[config.mk]
export PLATFORM = sky130hd
export DESIGN_NAME = fir_out_buffer_flat
export DESIGN_NICKNAME = d
export VERILOG_FILES = /design/src/rtl/fir_pkg.sv /design/src/rtl/fir_out_buffer_if.sv /design/src/rtl/sync_fifo.sv /design/src/rtl/fir_out_buffer.sv /design/src/flat_wrapper.sv
export SDC_FILE = /design/constraint.sdc
export NUM_CORES = 1
export LEC_CHECK = 0
export BUFFER_PORTS_ARGS = -buffer_cell sky130_fd_sc_hd__buf_4
export CORE_MARGIN = 5
export CORE_UTILIZATION = 29
export DETAILED_ROUTE_END_ITERATION = 16
export PLACE_DENSITY = 0.46
export SLEW_MARGIN = 20
export SYNTH_ARGS = -nofsm -noshare
export SYNTH_HDL_FRONTEND = slang
export SYNTH_HIERARCHICAL = 1
export SYNTH_SLANG_ARGS = --single-unit
[constraint.sdc]
create_clock -name iClk_12M -period 7.41 [get_ports iClk_12M]
set_input_delay 0.3705 -clock iClk_12M [delete_from_list [all_inputs] [get_ports iClk_12M]]
set_output_delay 0.3705 -clock iClk_12M [all_outputs]
set_load 0.005 [all_outputs]
[src/rtl/fir_pkg.sv]
// fir_pkg: widths, capture-state type and the round/saturate helper shared by the FIR output path
package fir_pkg;
  localparam int FIR_OUT_W = 16;
  localparam int BUF_OUT_W = 12;
  localparam int BUF_SHIFT = 4;
  typedef enum logic {CAP_IDLE, CAP_WAIT} cap_state_t;
  // Round half up at bit 'shift', then clamp to a signed out_w-bit range; 32-bit math cannot wrap
  function automatic logic signed [31:0] round_sat(input logic signed [31:0] x, input int shift, input int out_w);
    logic signed [31:0] t, hi, lo;
    t = (x + (32'sd1 <<< (shift - 1))) >>> shift;
    hi = (32'sd1 <<< (out_w - 1)) - 32'sd1;
    lo = -hi - 32'sd1;
    return t > hi ? hi : t < lo ? lo : t;
  endfunction
endpackage

[src/rtl/fir_out_buffer_if.sv]
// fir_out_buffer_if: consumer-side stream of the FIR output buffer (valid/ready, level, overflow)
interface fir_out_buffer_if import fir_pkg::*; #(parameter int OUT_W = BUF_OUT_W, parameter int DEPTH_LOG2 = 3);
  logic oValid;
  logic [OUT_W-1:0] oData;
  logic iReady;
  logic [DEPTH_LOG2:0] oLevel;
  logic oOvf;
  logic iOvfClr;
  modport master (output oValid, oData, oLevel, oOvf, input iReady, iOvfClr);
  modport slave (input oValid, oData, oLevel, oOvf, output iReady, iOvfClr);
endinterface

[src/rtl/sync_fifo.sv]
// sync_fifo: wrap-bit pointer FIFO with a registered head word and registered level
module sync_fifo #(parameter int W = 12, parameter int DL = 3) (
  input  logic         clk,
  input  logic         rst_n,
  input  logic         push,
  input  logic         pop,
  input  logic [W-1:0] wdata,
  output logic [W-1:0] head,
  output logic         valid,
  output logic         full,
  output logic [DL:0]  level
);
  logic [W-1:0] mem [2**DL];
  logic [DL:0] wptr, rptr, nrptr, nwptr;
  logic wr;
  assign full = (wptr ^ rptr) == {1'b1, {DL{1'b0}}};
  assign wr = push & (~full | pop);
  assign nrptr = rptr + (DL+1)'(pop);
  assign nwptr = wptr + (DL+1)'(wr);
  always_ff @(posedge clk)
    if (wr) mem[wptr[DL-1:0]] <= wdata;
  // Head loads the incoming word when it becomes the oldest entry, else the next stored one on pop
  always_ff @(posedge clk or negedge rst_n)
    if (!rst_n) begin
      wptr <= '0;
      rptr <= '0;
      level <= '0;
      valid <= 1'b0;
      head <= '0;
    end else begin
      wptr <= nwptr;
      rptr <= nrptr;
      level <= level + (DL+1)'(wr) - (DL+1)'(pop);
      valid <= nwptr != nrptr;
      if (wr && nrptr == wptr) head <= wdata;
      else if (pop) head <= mem[nrptr[DL-1:0]];
    end
endmodule

[src/rtl/fir_out_buffer.sv]
// fir_out_buffer: delayed capture of the FIR output per sample strobe, round/saturate, queue to consumer
module fir_out_buffer import fir_pkg::*; #(
  parameter int IN_W = FIR_OUT_W,
  parameter int OUT_W = BUF_OUT_W,
  parameter int SHIFT = BUF_SHIFT,
  parameter int DEPTH_LOG2 = 3,
  parameter int CAP_DLY = 2
) (
  input  logic                   iClk_12M,
  input  logic                   iRsn,
  input  logic                   iEnSample_300k,
  input  logic                   iEnable,
  input  logic signed [IN_W-1:0] iFirOut,
  fir_out_buffer_if.master       bus
);
  cap_state_t state;
  logic [3:0] cnt;
  logic push, pop, full;
  logic [OUT_W-1:0] word;
  assign push = state == CAP_WAIT && iEnable && !iEnSample_300k && cnt == 4'd0;
  assign pop = bus.oValid & bus.iReady;
  assign word = OUT_W'(round_sat(32'(iFirOut), SHIFT, OUT_W));
  // A fresh strobe always reloads the delay, abandoning any pending capture
  always_ff @(posedge iClk_12M or negedge iRsn)
    if (!iRsn) begin
      state <= CAP_IDLE;
      cnt <= 4'd0;
    end else if (!iEnable) state <= CAP_IDLE;
    else if (iEnSample_300k) begin
      state <= CAP_WAIT;
      cnt <= 4'(CAP_DLY - 1);
    end else if (state == CAP_WAIT) begin
      if (cnt == 4'd0) state <= CAP_IDLE;
      else cnt <= cnt - 4'd1;
    end
  always_ff @(posedge iClk_12M or negedge iRsn)
    if (!iRsn) bus.oOvf <= 1'b0;
    else if (push & full & ~pop) bus.oOvf <= 1'b1;
    else if (bus.iOvfClr) bus.oOvf <= 1'b0;
  sync_fifo #(.W(OUT_W), .DL(DEPTH_LOG2)) u_fifo (
    .clk(iClk_12M),
    .rst_n(iRsn),
    .push(push),
    .pop(pop),
    .wdata(word),
    .head(bus.oData),
    .valid(bus.oValid),
    .full(full),
    .level(bus.oLevel)
  );
endmodule

[src/flat_wrapper.sv]
// flat-port wrapper written by rule: the top's interface ports become plain ports
module fir_out_buffer_flat import fir_pkg::*;
#(
  parameter int IN_W = FIR_OUT_W,
  parameter int OUT_W = BUF_OUT_W,
  parameter int SHIFT = BUF_SHIFT,
  parameter int DEPTH_LOG2 = 3,
  parameter int CAP_DLY = 2
)
  (iClk_12M, iRsn, iEnSample_300k, iEnable, iFirOut, bus_oValid, bus_oData, bus_oLevel, bus_oOvf, bus_iReady, bus_iOvfClr);
  fir_out_buffer_if #(.OUT_W(OUT_W), .DEPTH_LOG2(DEPTH_LOG2)) bus_i ();
  input  logic iClk_12M;
  input  logic iRsn;
  input  logic iEnSample_300k;
  input  logic iEnable;
  input  logic signed [IN_W-1:0] iFirOut;
  output wire logic [$bits(bus_i.oValid)-1:0] bus_oValid;
  output wire logic [$bits(bus_i.oData)-1:0] bus_oData;
  output wire logic [$bits(bus_i.oLevel)-1:0] bus_oLevel;
  output wire logic [$bits(bus_i.oOvf)-1:0] bus_oOvf;
  input wire logic [$bits(bus_i.iReady)-1:0] bus_iReady;
  input wire logic [$bits(bus_i.iOvfClr)-1:0] bus_iOvfClr;
  assign bus_oValid = bus_i.oValid;
  assign bus_oData = bus_i.oData;
  assign bus_oLevel = bus_i.oLevel;
  assign bus_oOvf = bus_i.oOvf;
  assign bus_i.iReady = bus_iReady;
  assign bus_i.iOvfClr = bus_iOvfClr;
  fir_out_buffer #(.IN_W(IN_W), .OUT_W(OUT_W), .SHIFT(SHIFT), .DEPTH_LOG2(DEPTH_LOG2), .CAP_DLY(CAP_DLY)) u_core (.iClk_12M(iClk_12M), .iRsn(iRsn), .iEnSample_300k(iEnSample_300k), .iEnable(iEnable), .iFirOut(iFirOut), .bus(bus_i));
endmodule
==> flow_results.xml <==
<?xml version="1.0" encoding="UTF-8"?>
<metrics>
  <group name="setup_path">
    <metric name="class_of_the_most_critical_setup_path" unit="">register to register</metric>
    <metric name="ff2ff_path_depth" unit="">9</metric>
    <metric name="worstPathMaxFanout" unit="">9</metric>
    <metric name="critical_path.startpoint_type" unit="">register</metric>
    <metric name="crit_arrival" unit="ns">3.67</metric>
    <metric name="critical_path.endpoint_type" unit="">register</metric>
    <metric name="required" unit="ns">7.68</metric>
  </group>
  <group name="global_route">
    <metric name="grt_antenna_before_repair" unit="">0</metric>
    <metric name="pin_count_of_the_biggest_net_entering_global_routing" unit="">32</metric>
    <metric name="grt_util_all_layers" unit="%">11.6</metric>
    <metric name="grt_remaining_overflow" unit="">0</metric>
    <metric name="global_route_wire_length_before_repair" unit="mm">18.9</metric>
    <metric name="grt_pass1_vias" unit="">3235</metric>
  </group>
  <group name="synthesis">
    <metric name="postSynthRegisterBits" unit="">127</metric>
    <metric name="syn-cell-area" unit="um2">5630</metric>
    <metric name="syn_inst" unit="">345</metric>
    <metric name="number_of_synthesized_flops_with_an_enable_pin" unit="">96</metric>
    <metric name="synth.avg_cell_area" unit="um2">16.3</metric>
    <metric name="synth_top_area_share" unit="%">51.2</metric>
    <metric name="synth.net_count" unit="">377</metric>
    <metric name="synth-seq-area-share" unit="%">65.0</metric>
    <metric name="synth_area_leaders" unit="">sky130_fd_sc_hd__edfxtp_1 (51%), sky130_fd_sc_hd__dfrtp_1 (14%), sky130_fd_sc_hd__mux4_2 (9.6%), sky130_fd_sc_hd__mux2_4 (2.7%), sky130_fd_sc_hd__xnor2_1 (2.3%)</metric>
    <metric name="library_cell_occupying_the_most_area_in_the_post_synthesis_netlist" unit="">sky130_fd_sc_hd__edfxtp_1</metric>
    <metric name="synthFlopType" unit="">sky130_fd_sc_hd__edfxtp_1</metric>
    <metric name="synth-warning-count" unit="">6</metric>
    <metric name="ys_types" unit="">47</metric>
    <metric name="synthArstFlopShare" unit="%">24.4</metric>
  </group>
  <group name="power">
    <metric name="vdd.ir_drop.worst" unit="uV">204</metric>
    <metric name="cellLeakagePower" unit="uW">0.00251</metric>
    <metric name="post-layout-total-power" unit="uW">2600</metric>
    <metric name="power.density_cell_area" unit="nW/um2">378</metric>
  </group>
  <group name="floorplan">
    <metric name="die-height" unit="um">149</metric>
    <metric name="dieArea" unit="um2">22300</metric>
    <metric name="core_area" unit="um2">19300</metric>
    <metric name="num_io_pins" unit="">40</metric>
    <metric name="start_util" unit="%">29.2</metric>
    <metric name="fp-row-count" unit="">51</metric>
    <metric name="dieWidth" unit="um">149</metric>
  </group>
  <group name="routing">
    <metric name="vias" unit="">3016</metric>
    <metric name="met3_length" unit="um">344</metric>
    <metric name="wire_per_inst" unit="um">17.8</metric>
    <metric name="detailedRoute.firstIterationViolations" unit="">181</metric>
    <metric name="maxUsedRoutingLayer" unit="">met4</metric>
    <metric name="met2_wirelength" unit="mm">5.69</metric>
    <metric name="drt-met1-wl" unit="mm">5.81</metric>
    <metric name="residual_drc" unit="">0</metric>
    <metric name="avgViaCountPerCell" unit="">4.47</metric>
    <metric name="detail_route.first_pass.iterations" unit="">4</metric>
    <metric name="wl" unit="mm">12.0</metric>
    <metric name="route.antenna.remaining_nets" unit="">0</metric>
  </group>
  <group name="cts">
    <metric name="cts-buffers-inserted" unit="">17</metric>
    <metric name="ctsResizeCount" unit="">0</metric>
    <metric name="clkLatencyLatePin" unit="ns">0.41</metric>
    <metric name="htree_levels" unit="">4</metric>
    <metric name="cts-root-to-sink-buffers" unit="">2</metric>
    <metric name="clkSinkCount" unit="">127</metric>
    <metric name="worst_setup_hold_path_clk_slew" unit="ns">0.06</metric>
    <metric name="cts_tree" unit="">built</metric>
    <metric name="cts-root-buf" unit="">sky130_fd_sc_hd__clkbuf_16</metric>
  </group>
  <group name="cells_and_area">
    <metric name="multi_input_area" unit="um2">1890</metric>
    <metric name="final-seq-area" unit="um2">3660</metric>
    <metric name="finish.cell_count_without_fillers" unit="">675</metric>
    <metric name="n_antenna_cell" unit="">0</metric>
    <metric name="layout_commonest_cell" unit="">sky130_fd_sc_hd__edfxtp_1</metric>
    <metric name="area_growth_syn_to_layout" unit="%">22.2</metric>
    <metric name="nNetsFinal" unit="">429</metric>
    <metric name="drive_above_1_share" unit="%">30.0</metric>
    <metric name="final.fill_count" unit="">1873</metric>
    <metric name="layout_common_cells" unit="">sky130_fd_sc_hd__edfxtp_1 (96), sky130_fd_sc_hd__buf_4 (46), sky130_fd_sc_hd__dfrtp_1 (31)</metric>
  </group>
  <group name="timing">
    <metric name="setup_viol_count_final" unit="">0</metric>
    <metric name="layout_worst_path_cycle_share" unit="%">45.9</metric>
    <metric name="grt_setup_unrepaired" unit="">false</metric>
    <metric name="drv_slew" unit="">0</metric>
    <metric name="f_max" unit="MHz">294</metric>
    <metric name="fin_hold_ws" unit="ns">0.138</metric>
    <metric name="final_period_minus_worst_setup_slack" unit="ns">3.40</metric>
    <metric name="timing.setup.tns" unit="ns">0</metric>
    <metric name="skew" unit="ns">0.00950</metric>
    <metric name="tightestPinTransition" unit="ns">0.957</metric>
    <metric name="timing.final.hold_violations" unit="">0</metric>
    <metric name="max_slew_margin" unit="%">36.2</metric>
  </group>
  <group name="placement">
    <metric name="hpwlAfterDp" unit="mm">7.42</metric>
    <metric name="gp_congestion" unit="">0.698</metric>
    <metric name="dp_cells" unit="">642</metric>
    <metric name="io_buffers" unit="">36</metric>
  </group>
  <group name="hold_path">
    <metric name="worst_hold_path.num_cells" unit="">2</metric>
    <metric name="hold_path_class" unit="">input pin to register</metric>
  </group>
  <group name="outcome">
    <metric name="status" unit="">finished clean</metric>
  </group>
  <group name="job">
    <metric name="cap_viol_max_count" unit="">0</metric>
  </group>
</metrics>
==> final cells by class <==
type | count | area share (%)
clock buffer | 20 | 6.35
tap | 265 | 4.82
multi-input combinational | 194 | 27.5
clock inverter | 12 | 2.46
inverter | 10 | 0.546
timing repair buffer | 47 | 5.17
sequential | 127 | 53.2
==> repair_timing <==
action	in CTS	in global routing
hold endpoints to repair	31	0
setup endpoints to repair	0	0
buffers inserted	0	0
hold buffers	1	0
==> metrics by stage <==
stage | area [um2] | utilization (%) | setup WS (ns)
global route | 6880 | 35.7 | 3.78
finish | 6880 | 35.7 | 4.01
detailed placement | 6260 | 32.5 | 3.99
CTS | 6880 | 35.7 | 3.98
floorplan | 5630 | - | 4.34
global placement | 6260 | 32.5 | 4.07
==> critical path, stage by stage, from the launching register on <==
cell and delay [ns]:
sky130_fd_sc_hd__dfrtp_1 0.63, sky130_fd_sc_hd__xnor2_1 0.17, sky130_fd_sc_hd__nand4_1 0.28, sky130_fd_sc_hd__o21ai_0 0.77
sky130_fd_sc_hd__inv_1 0.11, sky130_fd_sc_hd__ha_1 0.23, sky130_fd_sc_hd__ha_1 0.19, sky130_fd_sc_hd__xor2_1 0.16
sky130_fd_sc_hd__xor2_1 0.18, sky130_fd_sc_hd__or4_1 0.54
==> synthesized netlist by cell type, drive strengths merged, types with 2 or more instances <==
master	instances
nand3	6
nor3	10
dfrtp	31
inv	10
mux2	13
nand2b	3
buf	11
nor2	25
o21ai	4
clkbuf	3
xnor2	15
and3	3
nand4	5
a21o	2
nand3b	2
xor2	14
nand2	9
mux2i	13
ha	9
mux4	24
a21oi	21
edfxtp	96
==> per-layer routing <==
| layer | GRT usage (%) | vias up |
|---|---|---|
| li1 | - | 1416 |
| met1 | 15.5 | 1536 |
| met2 | 18.2 | 55 |
| met3 | 2.67 | 9 |
| met4 | 4.62 | 0 |
| met5 | 0 | - |
==> power by group <==
| group | switching (uW) | internal (uW) | leakage, uW |
|---|---|---|---|
| Combinational | 372 | 455 | 0.000997 |
| Clock | 290 | 559 | 0.000285 |
| Sequential | 70.1 | 851 | 0.00123 |
==> logic make-up after synthesis <==
family	Yosys count	share of synthesized area, %
DFF	127	65.0
and+or+nand+nor	71	6.60
muxes	50	15.2
AOI/OAI and AO/OA	32	3.38
xor gates and xnor gates	31	5.33
buffers and inverters	24	2.20
adders and majority gates	10	2.36
==> final timing paths <==
kind / start / to / slack (ns)
max in group asynchronous: iRsn / u_core/cnt[3] / 6.62
worst min register to register: u_core/u_fifo/level[0] / u_core/u_fifo/level[0] / 0.51
worst max register to register: u_core/u_fifo/wptr[2] / u_core/u_fifo/valid / 4.01
worst min-delay path: bus_iOvfClr / u_core/bus.oOvf / 0.14
min in group asynchronous: iRsn / u_core/u_fifo/head[11] / 0.47
worst max-delay path: u_core/u_fifo/wptr[2] / u_core/u_fifo/valid / 4.01
==> state kept, by name, summed over array words and instances, names as in the netlist <==
name,flops
u_core/cnt,4
u_core/u_fifo/head,12
u_core/bus.oOvf,1
u_core/u_fifo/rptr,4
u_core/u_fifo/wptr,4
u_core/state,1
u_core/u_fifo/mem,96
u_core/u_fifo/level,4
u_core/u_fifo/valid,1
No activity file was read; power rests on OpenSTA's default activity.
